===== config.mk =====
export PLATFORM = sky130hd
export DESIGN_NAME = fpga_cfg_loader
export DESIGN_NICKNAME = d
export VERILOG_FILES = /design/src/rtl/fpga_cfg_pkg.sv /design/src/rtl/fpga_cfg_spi_shifter.sv /design/src/rtl/fpga_cfg_loader.sv
export SDC_FILE = /design/constraint.sdc
export NUM_CORES = 1
export LEC_CHECK = 0
export CAP_MARGIN = 0
export CORE_MARGIN = 10
export CORE_UTILIZATION = 47
export CTS_BUF_LIST = sky130_fd_sc_hd__clkbuf_8
export CTS_CLUSTER_DIAMETER = 50
export DETAILED_ROUTE_END_ITERATION = 10
export PLACE_DENSITY = 0.73
export SLEW_MARGIN = 20
export SYNTH_ARGS = -nofsm -noshare
export SYNTH_HDL_FRONTEND = slang
export SYNTH_SLANG_ARGS = --single-unit

===== constraint.sdc =====
create_clock -name clk_i -period 3.77 [get_ports clk_i]
set_clock_uncertainty 0.15 [all_clocks]
set_input_delay 0.754 -clock clk_i [delete_from_list [all_inputs] [get_ports clk_i]]
set_output_delay 0.754 -clock clk_i [all_outputs]
set_load 0.03 [all_outputs]

===== src/rtl/fpga_cfg_pkg.sv =====
// fpga_cfg_pkg: state encoding and constants shared by the flash configuration loader.
// Build option: FPGA_CFG_CHECKSUM_EN adds the CHK state (trailer checksum word).
package fpga_cfg_pkg;

  localparam logic [7:0]  READ_OPCODE = 8'h03;
  localparam logic [15:0] HDR_MAGIC   = 16'hFC25;
  localparam int          WORD_W      = 32;

  typedef enum logic [2:0] {
    IDLE = 3'd0,
    CMD  = 3'd1,
    HDR  = 3'd2,
    DATA = 3'd3,
    PUSH = 3'd4,
`ifdef FPGA_CFG_CHECKSUM_EN
    CHK  = 3'd5,
`endif
    DONE = 3'd6,
    ERR  = 3'd7
  } state_t;

  // A load owns the flash bus in every state except IDLE, DONE and ERR.
  function automatic logic is_active(state_t s);
    return !(s inside {IDLE, DONE, ERR});
  endfunction

endpackage


===== src/rtl/fpga_cfg_spi_shifter.sv =====
// fpga_cfg_spi_shifter: one 32-bit full-duplex SPI mode-0 transfer, MSB first.
// SCLK idles low, MISO is captured on the cycle SCLK rises, MOSI moves after each fall.
module fpga_cfg_spi_shifter
  import fpga_cfg_pkg::*;
#(
  parameter int CLK_DIV = 2
) (
  input  logic              clk_i,
  input  logic              rst_i,
  input  logic              clear_i,
  input  logic              start_i,
  input  logic              hold_i,
  input  logic [WORD_W-1:0] tx_i,
  input  logic              miso_i,
  output logic              sclk_o,
  output logic              mosi_o,
  output logic              busy_o,
  output logic              done_o,
  output logic [WORD_W-1:0] rx_o
);

  localparam logic [7:0] DIV_LAST = 8'(CLK_DIV - 1);
  // The start cycle already counts toward the first low half-period.
  localparam logic [7:0] DIV_INIT = (CLK_DIV > 1) ? 8'd1 : 8'd0;

  logic              busy_q;
  logic              sclk_q;
  logic              done_q;
  logic [7:0]        div_q;
  logic [4:0]        bit_q;
  logic [WORD_W-1:0] tx_q;
  logic [WORD_W-1:0] rx_q;

  // Half-period divider, SCLK toggling and the two shift registers.
  always_ff @(posedge clk_i or posedge rst_i) begin
    if (rst_i) begin
      busy_q <= 1'b0;
      sclk_q <= 1'b0;
      done_q <= 1'b0;
      div_q  <= '0;
      bit_q  <= '0;
      tx_q   <= '0;
      rx_q   <= '0;
    end else begin
      done_q <= 1'b0;
      if (clear_i) begin
        busy_q <= 1'b0;
        sclk_q <= 1'b0;
        div_q  <= '0;
        bit_q  <= '0;
        tx_q   <= '0;
      end else if (!busy_q) begin
        if (start_i) begin
          busy_q <= 1'b1;
          sclk_q <= 1'b0;
          div_q  <= DIV_INIT;
          bit_q  <= '0;
          tx_q   <= tx_i;
        end
      end else if (!hold_i) begin
        if (div_q == DIV_LAST) begin
          div_q <= '0;
          if (!sclk_q) begin
            sclk_q <= 1'b1;
            rx_q   <= {rx_q[WORD_W-2:0], miso_i};
          end else begin
            sclk_q <= 1'b0;
            if (bit_q == 5'd31) begin
              busy_q <= 1'b0;
              done_q <= 1'b1;
              tx_q   <= '0;
            end else begin
              bit_q <= bit_q + 5'd1;
              tx_q  <= {tx_q[WORD_W-2:0], 1'b0};
            end
          end
        end else begin
          div_q <= div_q + 8'd1;
        end
      end
    end
  end

  assign sclk_o = sclk_q;
  assign mosi_o = tx_q[WORD_W-1];
  assign busy_o = busy_q;
  assign done_o = done_q;
  assign rx_o   = rx_q;

endmodule


===== src/rtl/fpga_cfg_loader.sv =====
// fpga_cfg_loader: reads a configuration image from SPI flash and streams it to the fabric.
// Build option: FPGA_CFG_CHECKSUM_EN reads a trailer word that must be the negated word sum.
module fpga_cfg_loader
  import fpga_cfg_pkg::*;
#(
  parameter int CLK_DIV    = 2,
  parameter int SLOT_SHIFT = 20
) (
  input  logic              clk_i,
  input  logic              rst_i,
  input  logic              mode_i,
  input  logic              trigger_i,
  input  logic [3:0]        slot_i,
  output logic              sclk_o,
  output logic              cs_n_o,
  output logic              mosi_o,
  output logic              sclk_en_o,
  output logic              cs_n_en_o,
  output logic              mosi_en_o,
  input  logic              miso_i,
  output logic [WORD_W-1:0] cfg_data_o,
  output logic              cfg_valid_o,
  input  logic              cfg_ready_i,
  output logic              busy_o,
  output logic              configured_o,
  output logic              error_o
);

  state_t            state_q, state_d;
  logic              trig_q;
  logic [3:0]        slot_q, slot_d;
  logic [15:0]       left_q, left_d;
  logic [WORD_W-1:0] data_q, data_d;
  logic              configured_q, configured_d;
  logic              error_q, error_d;
`ifdef FPGA_CFG_CHECKSUM_EN
  logic [WORD_W-1:0] sum_q, sum_d;
`endif

  logic              active;
  logic              xfer_state;
  logic              spi_start, spi_clear, spi_busy, spi_done, spi_sclk, spi_mosi;
  logic [WORD_W-1:0] spi_tx, spi_rx;
  logic [23:0]       flash_addr;

  assign flash_addr = 24'({28'd0, slot_q} << SLOT_SHIFT);
  assign active     = is_active(state_q);

  // State and datapath registers; trig_q resets high so a trigger held through reset is not an edge.
  always_ff @(posedge clk_i or posedge rst_i) begin
    if (rst_i) begin
      state_q      <= IDLE;
      trig_q       <= 1'b1;
      slot_q       <= '0;
      left_q       <= '0;
      data_q       <= '0;
      configured_q <= 1'b0;
      error_q      <= 1'b0;
`ifdef FPGA_CFG_CHECKSUM_EN
      sum_q        <= '0;
`endif
    end else begin
      state_q      <= state_d;
      trig_q       <= trigger_i;
      slot_q       <= slot_d;
      left_q       <= left_d;
      data_q       <= data_d;
      configured_q <= configured_d;
      error_q      <= error_d;
`ifdef FPGA_CFG_CHECKSUM_EN
      sum_q        <= sum_d;
`endif
    end
  end

  // Next-state logic: sequence command, header, data/push pairs, optional trailer, then finish.
  always_comb begin
    state_d      = state_q;
    slot_d       = slot_q;
    left_d       = left_q;
    data_d       = data_q;
    configured_d = configured_q;
    error_d      = error_q;
`ifdef FPGA_CFG_CHECKSUM_EN
    sum_d        = sum_q;
`endif
    spi_tx       = '0;
    xfer_state   = 1'b0;
    case (state_q)
      IDLE: begin
        if (mode_i && trigger_i && !trig_q) begin
          state_d      = CMD;
          slot_d       = slot_i;
          configured_d = 1'b0;
          error_d      = 1'b0;
`ifdef FPGA_CFG_CHECKSUM_EN
          sum_d        = '0;
`endif
        end
      end
      CMD: begin
        xfer_state = 1'b1;
        spi_tx     = {READ_OPCODE, flash_addr};
        if (spi_done) state_d = HDR;
      end
      HDR: begin
        xfer_state = 1'b1;
        if (spi_done) begin
          if (spi_rx[31:16] != HDR_MAGIC || spi_rx[15:0] == 16'd0) begin
            state_d = ERR;
          end else begin
            left_d  = spi_rx[15:0];
            state_d = DATA;
          end
        end
      end
      DATA: begin
        xfer_state = 1'b1;
        if (spi_done) begin
          data_d  = spi_rx;
          state_d = PUSH;
        end
      end
      PUSH: begin
        if (cfg_ready_i) begin
`ifdef FPGA_CFG_CHECKSUM_EN
          sum_d = sum_q + data_q;
`endif
          if (left_q == 16'd1) begin
`ifdef FPGA_CFG_CHECKSUM_EN
            state_d = CHK;
`else
            state_d = DONE;
`endif
          end else begin
            left_d  = left_q - 16'd1;
            state_d = DATA;
          end
        end
      end
`ifdef FPGA_CFG_CHECKSUM_EN
      CHK: begin
        xfer_state = 1'b1;
        if (spi_done) state_d = (spi_rx == (~sum_q + 32'd1)) ? DONE : ERR;
      end
`endif
      DONE:    state_d = IDLE;
      ERR:     state_d = IDLE;
      default: state_d = IDLE;
    endcase
    if (active && !mode_i) state_d = ERR;
    if (state_d == DONE) configured_d = 1'b1;
    if (state_d == ERR)  error_d      = 1'b1;
  end

  assign spi_start = xfer_state && !spi_busy && !spi_done;
  assign spi_clear = !is_active(state_d);

  fpga_cfg_spi_shifter #(
    .CLK_DIV (CLK_DIV)
  ) u_shifter (
    .clk_i   (clk_i),
    .rst_i   (rst_i),
    .clear_i (spi_clear),
    .start_i (spi_start),
    .hold_i  (state_q == PUSH),
    .tx_i    (spi_tx),
    .miso_i  (miso_i),
    .sclk_o  (spi_sclk),
    .mosi_o  (spi_mosi),
    .busy_o  (spi_busy),
    .done_o  (spi_done),
    .rx_o    (spi_rx)
  );

  assign busy_o       = active;
  assign cs_n_o       = !active;
  assign sclk_o       = spi_sclk && active;
  assign mosi_o       = spi_mosi && active;
  assign sclk_en_o    = active;
  assign cs_n_en_o    = active;
  assign mosi_en_o    = active;
  assign cfg_data_o   = data_q;
  assign cfg_valid_o  = (state_q == PUSH) && mode_i;
  assign configured_o = configured_q;
  assign error_o      = error_q;

endmodule


==> metrics.txt <==
portion of total power attributed to combinational logic=32.4%; horizontal die dimension=128 um; Mapped Area=5470 um2; non-filler cells, final=693; share of synthesized area occupied by flip-flops and latches=approximately 54%; Non-Filler Cell Area, Final=6500 um2; TritonCTS clock tree=done; total iterations of the first detailed-routing run=4; fraction of met3 tracks used by global routing=5.50%; required time of the critical path=~2.9 ns; slew margin rel.=43.6%; combined global-route utilization of all metal layers=between 10% and 20%; FMAX=304 MHz; overall die height=128 um; minimum hold slack=~0.35 ns; worst-path maximum fanout=14; DP Cell Count=662; endpoints failing hold=0; most frequent cells in the layout=sky130_fd_sc_hd__dfrtp_1, sky130_fd_sc_hd__clkdlybuf4s50_1, sky130_fd_sc_hd__nor2_1, sky130_fd_sc_hd__mux2_2, sky130_fd_sc_hd__mux2_1; peak supply drop=0.361 mV; clock sink count=118; postcts setup bufs=0; overall overflow remaining after global route=0; asr flop ratio synth=100%; Clock Power Share=roughly 27%; Period Utilization, post-route=about 87%; top flip-flop cell by instance count after synthesis=sky130_fd_sc_hd__dfrtp_1; total CTS buffers=17; overall die area=16400 um2; static leakage power=between 2 and 3 nW; share of total power consumed by net switching=between 30% and 40%; register clock-pin slew on the reported worst setup and hold paths=0.08 ns; wire length per cell after detailed routing=16.4 um; final-layout setup total negative slack=0 ns; area of the core=11400 um2; buffer levels on the longest clock path=2; Antenna Cells=0; setup repair after global routing missed its margin=false; initial detailed-routing violation count=350; cell at the root of the clock tree=sky130_fd_sc_hd__clkbuf_8; CP startpoint kind=flip-flop; ratio of cells with drive above 1 in the final layout=15.5%; Top Ports=between 50 and 60; Slew @ Worst Pin=0.846 ns; routed vias=roughly 4000; post-synthesis cell type count=60; Final #Nets=between 500 and 600; cell area after placement=6110 um2; max_cap viols=0; gr busiest metal=met2; Power Internal=0.00257 W; switching power=0.00161 W; r2r worst-path depth=8; number of cells upsized or downsized after cts=0; final setup violation count=0; instance count along the most critical hold path=2; global-route met2 utilization=22.9%; most frequent standard cell in the layout excluding fill and tap cells=sky130_fd_sc_hd__dfrtp_1; number of synthesized flops with an enable pin=0; number of pins with negative max-slew slack in the final report=0; number of port buffers=51; global routing met1 resource utilization=17.6%; syn nets=506; row cnt=39; number of nets with antenna violations after routing=0; #FFs+latches synth=118; wire length of the first global-routing pass=between 15 and 20 mm; share of the core filled with cells in the final layout=a little under three fifths; Initial Util=47.9%; post-synthesis area per instance=between 10 and 15 um2; DRC viols=0; cells after synthesis=490; initial antenna violation count=0; outcome=finished clean; Pwr Density=643 nW/um2; CTS Hold Bufs=0; total wire length after detailed routing=11.4 mm; estimated wirelength of the detail-placed design=7.70 mm; critical setup path kind=flip-flop to output pin; H-tree levels=4; via count of the first global-routing pass=3925; number of vias per cell after detailed routing=5.74; min Tclk post-route=3.29 ns; routability-driven placement congestion ratio=around 0.85; sequential share of power=40.2%; maximum number of pins on one net before global-route repair=54; path type of the worst min-delay path=flip-flop to flip-flop; Worst Path Arrival=2.38 ns; yosys synthesis warning count=0; CP endpoint kind=output pin; Synth-to-Final Area Change=18.8%; clock latency reported for the late side of the worst-skew pair=0.44 ns; total of fill cells in the finished design=975
-- final cells by class --
cell class                      instances  area, um2  area share, %
Tap cell                              143        179           2.75
Clock inverter                         12        129           1.98
Inverter                               13       52.6          0.808
Multi-Input combinational cell        327       2310           35.6
Clock buffer                           19        262           4.02
Timing Repair Buffer                   61        611           9.39
Sequential cell                       118       2950           45.4
-- metrics by stage --
| step | power (W) | worst slack [ns] |
|---|---|---|
| floorplan | 0.00272 | 0.807 |
| global placement | 0.00301 | 0.434 |
| detailed placement | 0.00305 | 0.322 |
| CTS | 0.00421 | 0.472 |
| global route | 0.00447 | 0.358 |
| finish | 0.00418 | 0.482 |
-- metal layers --
metal  vias up  share of wire [%]  wire length, um
met1      2015                 44             5030
li1       1877                  -                -
met5         -                  0                0
met3        16                5.1              575
met2        68                 49             5590
met4         0                1.4              156
-- worst max-delay path, stage by stage, from the launching register on --
cell                              delay, ns
sky130_fd_sc_hd__dfrtp_1               0.53
sky130_fd_sc_hd__or3_1                 0.56
sky130_fd_sc_hd__nand2_4               0.16
sky130_fd_sc_hd__clkdlybuf4s50_1       0.68
-- flip-flops by register name, indices dropped and copies added (netlist names), 3 cells and up --
| register | cells |
|---|---|
| slot_q | 4 |
| left_q | 16 |
| state_q | 3 |
| cfg_data_o | 32 |
| u_shifter.bit_q | 5 |
| u_shifter.rx_o | 32 |
| u_shifter.div_q | 8 |
| u_shifter.tx_q | 12 |
-- path summary, 6_finish.rpt --
path                                 startpoint                             end  slack, ns
min in group asynchronous                 rst_i             error_o$_DFFE_PP0P_       0.56
max in group asynchronous                 rst_i      cfg_data_o[11]$_DFFE_PP0P_       2.19
setup reg to reg           state_q[2]$_DFF_PP0_  u_shifter.rx_o[26]$_DFFE_PP0P_       0.68
hold reg to reg             error_o$_DFFE_PP0P_             error_o$_DFFE_PP0P_       0.35
setup / recovery           state_q[2]$_DFF_PP0_                          cs_n_o       0.48
hold / removal              error_o$_DFFE_PP0P_             error_o$_DFFE_PP0P_       0.35
-- synthesized netlist by cell type, types with 8 or more instances --
| cell type | number | area share, % |
|---|---|---|
| sky130_fd_sc_hd__clkbuf_1 | 21 | 1.4 |
| sky130_fd_sc_hd__nor4_1 | 15 | 1.7 |
| sky130_fd_sc_hd__a22oi_1 | 15 | 2.1 |
| sky130_fd_sc_hd__mux2_2 | 36 | 7.4 |
| sky130_fd_sc_hd__nand2_1 | 24 | 1.6 |
| sky130_fd_sc_hd__inv_1 | 13 | 0.89 |
| sky130_fd_sc_hd__dfrtp_1 | 117 | 53 |
| sky130_fd_sc_hd__mux2_1 | 32 | 6.6 |
| sky130_fd_sc_hd__a21oi_1 | 23 | 2.1 |
| sky130_fd_sc_hd__nor2_1 | 48 | 3.3 |
| sky130_fd_sc_hd__nor3_1 | 8 | 0.73 |
| sky130_fd_sc_hd__o21ai_0 | 29 | 2.7 |
-- cells by family after synthesis --
| logic type | synth area share (%) |
|---|---|
| AOI/OAI and AO/OA | 11.9 |
| and+or+nand+nor | 14.6 |
| muxes | 14.0 |
| DFF | 54.0 |
| adders and majority gates | 1.37 |
| xor gates and xnor gates | 0.480 |
| buffers and inverters | 3.73 |
-- power by group through the flow --
| stage | clock (W) | combinational (W) | sequential (W) |
|---|---|---|---|
| 3_3_place_gp | 0 | 0.00132 | 0.00169 |
| 2_1_floorplan | 0 | 0.00111 | 0.00160 |
| 4_1_cts | 0.00117 | 0.00136 | 0.00168 |
| 5_1_grt | 0.00124 | 0.00152 | 0.00171 |
| 6_report | 0.00115 | 0.00135 | 0.00168 |
| 3_5_place_dp | 0 | 0.00136 | 0.00170 |
No activity file was read; power rests on OpenSTA's default activity.
